`config.mk`:
```
export PLATFORM = sky130hd
export DESIGN_NAME = panda_lsu_ctrl
export DESIGN_NICKNAME = d
export VERILOG_FILES = /design/src/rtl/panda_lsu_ctrl.sv
export SDC_FILE = /design/constraint.sdc
export NUM_CORES = 1
export LEC_CHECK = 0
export ABC_CLOCK_PERIOD_IN_PS = 2200
export BUFFER_PORTS_ARGS = -buffer_cell sky130_fd_sc_hd__clkbuf_2
export CAP_MARGIN = 20
export CORE_ASPECT_RATIO = 0.9
export CORE_MARGIN = 4
export CORE_UTILIZATION = 36
export DETAILED_ROUTE_END_ITERATION = 8
export PLACE_DENSITY = 0.74
export SYNTH_ARGS = -nofsm -noshare
export SYNTH_HDL_FRONTEND = slang
export SYNTH_SLANG_ARGS = --single-unit
export TNS_END_PERCENT = 30
```
`constraint.sdc`:
```
create_clock -name clk_i -period 2.2 [get_ports clk_i]
set_input_delay 0.11 -clock clk_i [delete_from_list [all_inputs] [get_ports clk_i]]
set_output_delay 0.11 -clock clk_i [all_outputs]
set_load 0.01 [all_outputs]
```
`src/rtl/panda_lsu_ctrl.sv`:
```
// Load/store sequencer between the execute stage and a req/gnt/rvalid data bus.
// Optional feature macro: PANDA_LSU_MISALIGN_EN (abort misaligned half/word accesses without a bus request).
module panda_lsu_ctrl #(
  parameter int unsigned TIMEOUT_CYCLES = 255
) (
  input  logic        clk_i,
  input  logic        rst_i,
  input  logic        lsu_req_i,
  input  logic        lsu_store_i,
  input  logic [1:0]  lsu_width_i,
  input  logic        lsu_load_unsigned_i,
  input  logic [31:0] lsu_addr_i,
  input  logic [31:0] lsu_wdata_i,
  output logic        lsu_stall_o,
  output logic        lsu_done_o,
  output logic [31:0] lsu_rdata_o,
  output logic        lsu_err_o,
  output logic        lsu_misaligned_o,
  output logic        data_req_o,
  input  logic        data_gnt_i,
  output logic        data_we_o,
  output logic [3:0]  data_be_o,
  output logic [31:0] data_addr_o,
  output logic [31:0] data_wdata_o,
  input  logic        data_rvalid_i,
  input  logic [31:0] data_rdata_i
);

  localparam int unsigned CNT_W = (TIMEOUT_CYCLES > 32'd0) ? $clog2(TIMEOUT_CYCLES + 32'd1) : 1;
  localparam logic [CNT_W-1:0] TO_VAL = CNT_W'(TIMEOUT_CYCLES);
  localparam bit TO_EN = (TIMEOUT_CYCLES != 32'd0);

  typedef enum logic [1:0] {S_IDLE, S_WAIT_GNT, S_WAIT_RVALID, S_DONE} state_e;

  state_e            state_q, state_d;
  logic [CNT_W-1:0]  cnt_q, cnt_d;
  logic [31:0]       addr_q, addr_d, wdata_q, wdata_d, rdata_q, rdata_d;
  logic [1:0]        off_q, off_d, width_q, width_d;
  logic [3:0]        be_q, be_d;
  logic              we_q, we_d, uns_q, uns_d, err_q, err_d, mis_q, mis_d;
  logic              req_q, req_d, done_q, done_d;
  logic              misalign_s, timeout_s;

  function automatic logic [3:0] be_of(input logic [1:0] w, input logic [1:0] off);
    logic [3:0] be;
    case (w)
      2'b00:   be = 4'b0001 << off;
      2'b01:   be = off[1] ? 4'b1100 : 4'b0011;
      2'b10:   be = 4'b1111;
      default: be = 4'b0000;
    endcase
    return be;
  endfunction

  function automatic logic [31:0] wdata_of(input logic [1:0] w, input logic [31:0] wd);
    logic [31:0] r;
    case (w)
      2'b00:   r = {4{wd[7:0]}};
      2'b01:   r = {2{wd[15:0]}};
      default: r = wd;
    endcase
    return r;
  endfunction

  function automatic logic [31:0] load_fmt(input logic [1:0] w, input logic uns,
                                           input logic [1:0] off, input logic [31:0] rd);
    logic [7:0]  b;
    logic [15:0] h;
    logic [31:0] r;
    b = rd[{off, 3'b000} +: 8];
    h = off[1] ? rd[31:16] : rd[15:0];
    case (w)
      2'b00:   r = {{24{~uns & b[7]}}, b};
      2'b01:   r = {{16{~uns & h[15]}}, h};
      2'b10:   r = rd;
      default: r = 32'h0000_0000;
    endcase
    return r;
  endfunction

`ifdef PANDA_LSU_MISALIGN_EN
  assign misalign_s = ((lsu_width_i == 2'b01) && lsu_addr_i[0]) ||
                      ((lsu_width_i == 2'b10) && (lsu_addr_i[1:0] != 2'b00));
`else
  assign misalign_s = 1'b0;
`endif

  assign timeout_s = TO_EN && (cnt_q == TO_VAL);

  // Next-state, transaction latching and response capture.
  always_comb begin
    state_d = state_q;
    cnt_d   = cnt_q;
    addr_d  = addr_q;
    off_d   = off_q;
    we_d    = we_q;
    be_d    = be_q;
    wdata_d = wdata_q;
    width_d = width_q;
    uns_d   = uns_q;
    rdata_d = rdata_q;
    err_d   = err_q;
    mis_d   = mis_q;
    case (state_q)
      S_IDLE: begin
        if (lsu_req_i) begin
          cnt_d   = {CNT_W{1'b0}};
          addr_d  = {lsu_addr_i[31:2], 2'b00};
          off_d   = lsu_addr_i[1:0];
          we_d    = lsu_store_i;
          be_d    = be_of(lsu_width_i, lsu_addr_i[1:0]);
          wdata_d = wdata_of(lsu_width_i, lsu_wdata_i);
          width_d = lsu_width_i;
          uns_d   = lsu_load_unsigned_i;
          rdata_d = 32'h0000_0000;
          err_d   = 1'b0;
          mis_d   = 1'b0;
          if (lsu_width_i == 2'b11) begin
            err_d   = 1'b1;
            state_d = S_DONE;
          end else if (misalign_s) begin
            mis_d   = 1'b1;
            state_d = S_DONE;
          end else begin
            state_d = S_WAIT_GNT;
          end
        end else begin
          state_d = S_IDLE;
        end
      end
      S_WAIT_GNT: begin
        cnt_d = cnt_q + CNT_W'(1);
        if (timeout_s) begin
          err_d   = 1'b1;
          rdata_d = 32'h0000_0000;
          state_d = S_DONE;
        end else if (data_gnt_i) begin
          state_d = S_WAIT_RVALID;
        end else begin
          state_d = S_WAIT_GNT;
        end
      end
      S_WAIT_RVALID: begin
        cnt_d = cnt_q + CNT_W'(1);
        if (timeout_s) begin
          err_d   = 1'b1;
          rdata_d = 32'h0000_0000;
          state_d = S_DONE;
        end else if (data_rvalid_i) begin
          rdata_d = we_q ? 32'h0000_0000 : load_fmt(width_q, uns_q, off_q, data_rdata_i);
          state_d = S_DONE;
        end else begin
          state_d = S_WAIT_RVALID;
        end
      end
      S_DONE: state_d = S_IDLE;
      default: state_d = S_IDLE;
    endcase
    // Request and done are decoded from the next state so both leave a flop.
    req_d  = (state_d == S_WAIT_GNT) && !(TO_EN && (cnt_d == TO_VAL));
    done_d = (state_d == S_DONE);
  end

  // State and datapath registers with synchronous reset.
  always_ff @(posedge clk_i) begin
    if (rst_i) begin
      state_q <= S_IDLE;
      cnt_q   <= {CNT_W{1'b0}};
      addr_q  <= 32'h0000_0000;
      off_q   <= 2'b00;
      we_q    <= 1'b0;
      be_q    <= 4'b0000;
      wdata_q <= 32'h0000_0000;
      width_q <= 2'b00;
      uns_q   <= 1'b0;
      rdata_q <= 32'h0000_0000;
      err_q   <= 1'b0;
      mis_q   <= 1'b0;
      req_q   <= 1'b0;
      done_q  <= 1'b0;
    end else begin
      state_q <= state_d;
      cnt_q   <= cnt_d;
      addr_q  <= addr_d;
      off_q   <= off_d;
      we_q    <= we_d;
      be_q    <= be_d;
      wdata_q <= wdata_d;
      width_q <= width_d;
      uns_q   <= uns_d;
      rdata_q <= rdata_d;
      err_q   <= err_d;
      mis_q   <= mis_d;
      req_q   <= req_d;
      done_q  <= done_d;
    end
  end

  assign lsu_done_o       = done_q;
  assign lsu_stall_o      = lsu_req_i & ~done_q;
  assign lsu_rdata_o      = rdata_q;
  assign lsu_err_o        = err_q;
  assign lsu_misaligned_o = mis_q;
  assign data_req_o       = req_q;
  assign data_we_o        = we_q;
  assign data_be_o        = be_q;
  assign data_addr_o      = addr_q;
  assign data_wdata_o     = wdata_q;

endmodule

```
### Word level (Yosys, flattened, before mapping)

Cells that the tools add are included.
W data, S select, Z words.

* reductions and logical operators: 11
* muxes and demuxes: 24
* $add $sub $neg: 1
* bitwise logic cells: 5
* shifts and indexed selects: 2
* equal/unequal tests: 16

Operators by type and width (number)
* $pmux W32 S3: 2
* $mux W32: 5
* $pmux W32 S2: 1
* $shiftx A32 B6 Y8: 1
* $eq A8 B8 Y1 const B: 2
* $mux W16: 1
* $pmux W8 S2: 1
* $eq A2 B2 Y1 const B: 6
* $pmux W4 S3: 1
* $add A8 B1 Y8 const B: 1
* $eq A2 B1 Y1 const B: 4
* $mux W2: 4
* $mux W8: 1
* $pmux W2 S4: 1
* $logic_not A2 Y1: 3
* $mux W1: 5
* $mux W4: 1
* $ne A2 B2 Y1 const B: 2
* $reduce_and A4 Y1: 1
* $shl A1 B2 Y4 const A: 1
* $and A1 B1 Y1: 3
* $ne A3 B3 Y1 const B: 1
* $reduce_and A3 Y1: 1
* $reduce_bool A3 Y1: 1
* 8 further kinds: 9

* input bits: 105
* flip-flop bits (word level): 117
* output and inout bits: 106
* word-level logic and storage cells: 72

### Longest topological paths before layout

Gate-level depths: netlist (run 1).

* word-level depth: 7
* gate-level depth with buffers: 9
* mapped depth without buffers: 7

### Worst setup path before layout (run 1)

No wires, ideal clock.

* path type: register to register
* start: reg state_q[0]
* end: reg req_q, in the netlist data_req_o
* path buffers: 0
* arrival: 1896 ps
* cell stages (with the launch flop): 8
* setup slack: 179 ps
* setup time: 125 ps
* data required time: 2075 ps
* clock period less this slack: 2021 ps
* path through: dfxtp_1 inv_1 ha_1 nor2b_1 nand3_1 a32o_1 or3_1 o41a_1

* word-level cells in the longest chain between the ends: 6
* elaborated cells on any way between the ends: 11
* classes of those cells: eq/ne (5); mux (2); reduce/logical (4)

RTL lines
* start: declaration: line 35 `state_e state_q, state_d;`
* start signal: assignment: line 182 `state_q <= state_d;`
* $eq A2 B2 Y1 / $eq A2 B1 Y1 (equally long branches): line 104 `case (state_q)`
* $reduce_or A2 Y1 (no source line)
* $pmux W8 S2: line 104
* $eq A8 B8 Y1: line 160 `req_d = (state_d == S_WAIT_GNT) && !(TO_EN && (cnt_d == TO_VAL));`
* $logic_not A1 Y1: line 160
* $logic_and A1 B1 Y1 *: line 160
* end signal: assignment: line 194 `req_q <= req_d;`
* end: declaration: line 41 `logic req_q, req_d, done_q, done_d;`

Every way passes the cells marked *; elsewhere a longest branch is shown, timed or not.
A chain may end at the register's enable or synchronous reset.

### Final worst setup path (run 1)

Same ends and word-level chain as after synthesis.

==> results.yml, run 1 <==
detailed_routing:
  antenna_left: 0
  avgViaCountPerCell: 5.14
  wl_um: 18600
  firstDrtPassIters: 5
  vias: 5964
  wl_per_cell_um: 16.1
  drtIter0Drc: 297
  route.detailed.drc: 0
floorplan:
  initial_utilization_pct: 37.1
  io_pins: 211
  die_h_um: 125
  die_area_mm2: 0.0173
  dieWidth_um: 138
  rows: 42
  core_area_mm2: 0.0148
yosys:
  avgSynthCellArea_um2: 7.72
  ys.flop_type: "dfxtp_1"
  yosys.area.top_type_share_pct: 42.6
  yosysTopAreaCell: "dfxtp_1"
  synth_seq_cells: 117
  ys_types: 49
  synthTopCellsByArea: "dfxtp_1 (43%), nand2_1 (12%), a21oi_1 (9.0%)"
  syn_area_mm2: 0.00550
  synth_cells: 713
  yosysWarnings: 0
  synthArstFlopShare_pct: 0
  ys_seq_area_share_pct: 42.6
  synth_edf_count: 0
cts:
  clock_latency_ps: 410
  cts_htree_levels: 4
  cts-buffers-inserted: 17
  clk_pin_slew_ps: 60
  cts_sinks: 117
  cts_root_buffer: "clkbuf_16"
  clk_path_buf_depth: 2
  cts_tree: "built"
placement:
  dp_hpwl_um: 12500
  io_buffers: 207
  place.gp.congestion: 0.814
worst_hold_path:
  holdCritStartpoint: "lsu_wdata_i[0]"
  min_to: "data_wdata_o[0]"
  hold_depth: 3
  hp-class: "in -> reg"
timing:
  hold_slack_ps: 23.7
  grt_setup_unrepaired: "false"
  hold_violations: 0
  report.final.slew_viol_count: 0
  finalCritPeriodShare_pct: 95.8
  setup_viol: 0
  clock_skew_ps: 9.31
  fin_setup_tns_ps: 0
  post-route-min-period_ps: 2110
  tightestPinTransition_ps: 819
  relSlewSlack_pct: 45.4
  fmax_ghz: 0.475
cells_and_area:
  fin_nets: 1060
  syn_to_final_growth_pct: 42.5
  layout_commonest_cell: "clkbuf_2"
  final_cell_mix: "clkbuf_2 (206), nand2_1 (172), dfxtp_1 (115)"
  drive_gt1_share_pct: 28.3
power:
  pwr-share-seq_pct: 37.0
  switching_power_mw: 1.84
  swShare_pct: 29.0
  leakage_nw: 3.43
  vdd.ir_drop.worst_mv: 0.544
  p_per_area_mw_per_mm2: 808
  power.internal_mw: 4.50
  pwr-share-clk_pct: 44.1
  power_frac_comb_pct: 19.0
critical_path:
  path_max_fanout: 9
  reg2reg_to: "data_req_o"
  required_ps: 2490
  ff2ff_path_depth: 7
  r2r_slack_ps: 90
  arrival_ps: 2400
  cp-start-kind: "flop"
  end_kind: "flop"
  worstReg2RegStart: "state_q[0]"
  worstSetupPathType: "reg -> reg"
global_route:
  grt_pass1_wl_um: 28900
  antenna_found_initial: 1
  grt_max_degree: 72
  track_usage_pct: 20.5
  grt_pass1_vias: 5628
  grt-ovfl-total: 0
job:
  drv_cap: 0
outcome:
  status: "finished clean"
==> worst max-delay path by stage <==
| stage | startpoint | endpoint |
|---|---|---|
| floorplan | state_q[0] | data_req_o |
| global placement | state_q[0] | data_req_o |
| detailed placement | state_q[0] | data_req_o |
| CTS | state_q[0] | data_req_o |
| global route | off_q[0] | lsu_rdata_o[31] |
| finish | state_q[0] | data_req_o |
==> state kept, by name, summed over array words and instances (netlist names) <==
name / count
cnt_q: 8
off_q: 2
uns_q: 1
data_addr_o: 30
lsu_rdata_o: 32
state_q: 2
lsu_done_o: 1
data_be_o: 4
data_wdata_o: 32
lsu_err_o: 1
width_q: 2
data_req_o: 1
data_we_o: 1
==> cells by family after synthesis <==
| kind of cell | Yosys count | share of synthesized area (%) |
|---|---|---|
| xor+xnor | 1 | 0.159 |
| fa+ha+maj | 6 | 1.36 |
| buf+inv | 65 | 5.48 |
| simple gates | 289 | 23.0 |
| compound gates | 208 | 22.5 |
| other cells | 1 | 0.0682 |
| flops | 117 | 42.6 |
| mux | 26 | 4.82 |
==> metrics by stage <==
step	util [%]	instances	instance area [um^2]	setup slack [ps]	total power, mW
floorplan	-	715	5510	179	3.04
global placement	45.2	1078	6700	106	3.45
global route	52.9	1161	7840	11.3	6.63
finish	52.9	1161	7840	93.4	6.34
detailed placement	45.2	1078	6700	59.8	3.47
CTS	52.6	1159	7790	0.939	6.34
==> repair_timing <==
item                                    CTS  global route
endpoints found under the hold margin    48             0
setup buffers                             0             0
hold buffers                             49             0
endpoints found under the setup margin    0             2
resized for setup                         0             7
==> cell type report <==
| type | count | area, um^2 |
|---|---|---|
| clock buffers | 19 | 453 |
| clock inverters | 13 | 146 |
| multi-input cells | 533 | 2890 |
| repair buffers | 274 | 1740 |
| inverters | 6 | 22.5 |
| fillers | 1400 | 6980 |
| flip-flops and latches | 117 | 2340 |
| diodes | 1 | 2.50 |
| well taps | 198 | 248 |
==> critical path, stage by stage, from the launching register on <==
cell and delay [ps]:
dfxtp_2 330, inv_1 80, ha_1 160, and2b_1 350, nand3_1 130, a32o_1 270, or3_1 340, o41a_1 320
==> power groups by stage <==
stage               clock (mW)  sequential (mW)  combinational [mW]
global route              2.95             2.36                1.32
detailed placement           0             2.38                1.09
floorplan                    0             2.43               0.605
CTS                       2.84             2.34                1.16
finish                    2.79             2.34                1.20
global placement             0             2.38                1.08
==> cell usage after synthesis (all sizes together) (8+ instances only) <==
master / instances
nor2b: 10
nand2: 173
a21oi: 99
a311oi: 8
and3: 8
a211oi: 11
nand3: 10
nor2: 50
o21ai: 60
clkbuf: 32
buf: 27
mux2i: 25
dfxtp: 117
and2: 19
==> per-layer routing <==
layer,vias up,part of all wire (%),track usage [%]
li1,2906,-,-
met1,2744,41,24.2
met2,282,48,34.1
met3,32,9.5,7.83
met4,0,2.0,7.73
met5,-,0,0
Note: power is estimated with default switching activity, not from simulation.
==> run 2, diff against run 1 <==
- CORE_UTILIZATION: 36 -> 44
- PLACE_DENSITY: 0.74 -> 0.86
==> run 2 against run 1 <==
Against the previous run: setup slack improved by 35 ps; fmax increased by 1.7%; sequential share of layout area is 0.35 points higher; design area is 1.3% lower; sequential power barely moved; first-iteration DRC count increased by 89%; critical endpoint unchanged; largest cell class unchanged; largest power group unchanged.
==> results.yml, run 2 (synthesized netlist as in run 1, its figures left out) <==
cts:
  clock_latency_ps: 430
  clk_pin_slew_ps: 60
  cts_setup_buffers: 0
  cts_sinks: 117
  cts-buffers-inserted: 17
  cts_root_buffer: "clkbuf_16"
  clk_path_buf_depth: 2
  cts_tree: "built"
  cts_htree_levels: 4
detailed_routing:
  wl_per_cell_um: 17.1
  vias: 6197
  firstDrtPassIters: 5
  wl_um: 19300
  route.detailed.drc: 0
  antenna_left: 0
  avgViaCountPerCell: 5.48
  drtIter0Drc: 561
global_route:
  grt_pass1_vias: 6017
  grt_pass1_wl_um: 30300
  grt-ovfl-total: 0
  track_usage_pct: 26.4
  antenna_found_initial: 0
  grt_max_degree: 49
critical_path:
  critPathMaxStageDelay_ps: 390
  slowest_stage: "dfxtp_1"
  path_max_fanout: 5
  end_kind: "flop"
  arrival_ps: 2370
  cp-start-kind: "flop"
  worstSetupPathType: "reg -> reg"
  path_cells: "inv_1 > ha_1 > nor2b_4 > nand3_1 > a32o_1 > or3_1 > o41a_1"
  required_ps: 2500
cells_and_area:
  drive_gt1_share_pct: 28.6
  final_cell_mix: "clkbuf_2 (206), nand2_1 (172), dfxtp_1 (117)"
  syn_to_final_growth_pct: 40.7
  num_antenna_cells: 0
  post-route-util_pct: 63.8
  fin_nets: 1068
  layout_commonest_cell: "clkbuf_2"
placement:
  dp_slack_ps: 8.51
  io_buffers: 207
  place.gp.congestion: 0.877
  dp_hpwl_um: 12400
job:
  drv_cap: 0
timing:
  relSlewSlack_pct: 59.9
  clock_skew_ps: 10.5
  post-route-min-period_ps: 2070
  report.final.slew_viol_count: 0
  tightestPinTransition_ps: 600
  setup_viol: 0
  finalCritPeriodShare_pct: 94.2
  fmax_ghz: 0.483
  fin_ws_ps: 129
  hold_violations: 0
power:
  p_per_area_mw_per_mm2: 788
  leakage_nw: 3.43
  vdd.ir_drop.worst_mv: 0.611
  power_mw: 6.10
floorplan:
  dieWidth_um: 126
  io_pins: 211
  die_area_mm2: 0.0144
  rows: 38
  core_area_mm2: 0.0121
  die_h_um: 114
  initial_utilization_pct: 45.4
outcome:
  status: "finished clean"
worst_hold_path:
  hp-class: "in -> reg"
==> run 2: cell count changes in the layout (fill, tap and decap cells not counted), moves of 2 or more <==
cell	change
clkinv_2	+3
clkinv_4	+2
clkinvlp_4	-2
buf_4	+11
dfxtp_1	+2
bufinv_16	-2
buf_12	-2
dfxtp_2	-2
==> run 2: cell type report <==
type                            count  area (um^2)
Multi-Input combinational cell    533         2880
Timing Repair Buffer              282         1750
Clock buffer                       18          439
Fill cell                         992         4380
Inverter                            6         22.5
Clock inverter                     14          104
Tap cell                          160          200
Sequential cell                   117         2340
==> run 2: final timing paths <==
check | startpoint | end | slack, ps | cells past startpoint
worst max-delay path | state_q[0] | data_req_o | 130 | 7
worst min register to register | data_be_o[3] | data_be_o[3] | 450 | 2
worst min-delay path | lsu_wdata_i[23] | data_wdata_o[23] | 20 | 3
worst max register to register | state_q[0] | data_req_o | 130 | 7
==> run 2: stage by stage <==
step / instances / TNS [ps] / hold WS [ps] / cell area [um^2]
floorplan: 715 / 0 / 246 / 5510
global placement: 1048 / 0 / 334 / 6690
detailed placement: 1048 / 0 / 340 / 6690
CTS: 1130 / 0 / 1.58 / 7730
global route: 1130 / -14.3 / 13.5 / 7740
finish: 1130 / 0 / 19.3 / 7740
==> run 2: report_power, final <==
group	switching, mW	internal [mW]	leakage (nW)
registers	0.0911	2.26	0.956
clock network	1.06	1.47	0.263
logic	0.714	0.505	2.21
total	1.86	4.23	3.43
==> run 2: critical path: cells and delay by family, from the launching register on <==
kind,cells,cell delay (ps)
AND/OR/NAND/NOR,3,590
buffers and inverters,1,80
adder cells (fa/ha/maj),1,310
flip-flops,1,390
AO/OA/AOI/OAI,2,570
==> run 2: timing repair <==
item / 4_1_cts / 5_1_grt
gates resized for setup: 1 / 2
hold buffers: 50 / 0
endpoints found under the setup margin: 1 / 1
cloned: 0 / 0
hold endpoints to repair: 49 / 0
==> run 2: routing by layer <==
layer	part of all wire [%]	track usage, %	vias up
li1	-	-	2919
met1	38	30.7	2809
met2	48	44.2	392
met3	10	9.10	77
met4	3.7	12.2	0
met5	0	0	-
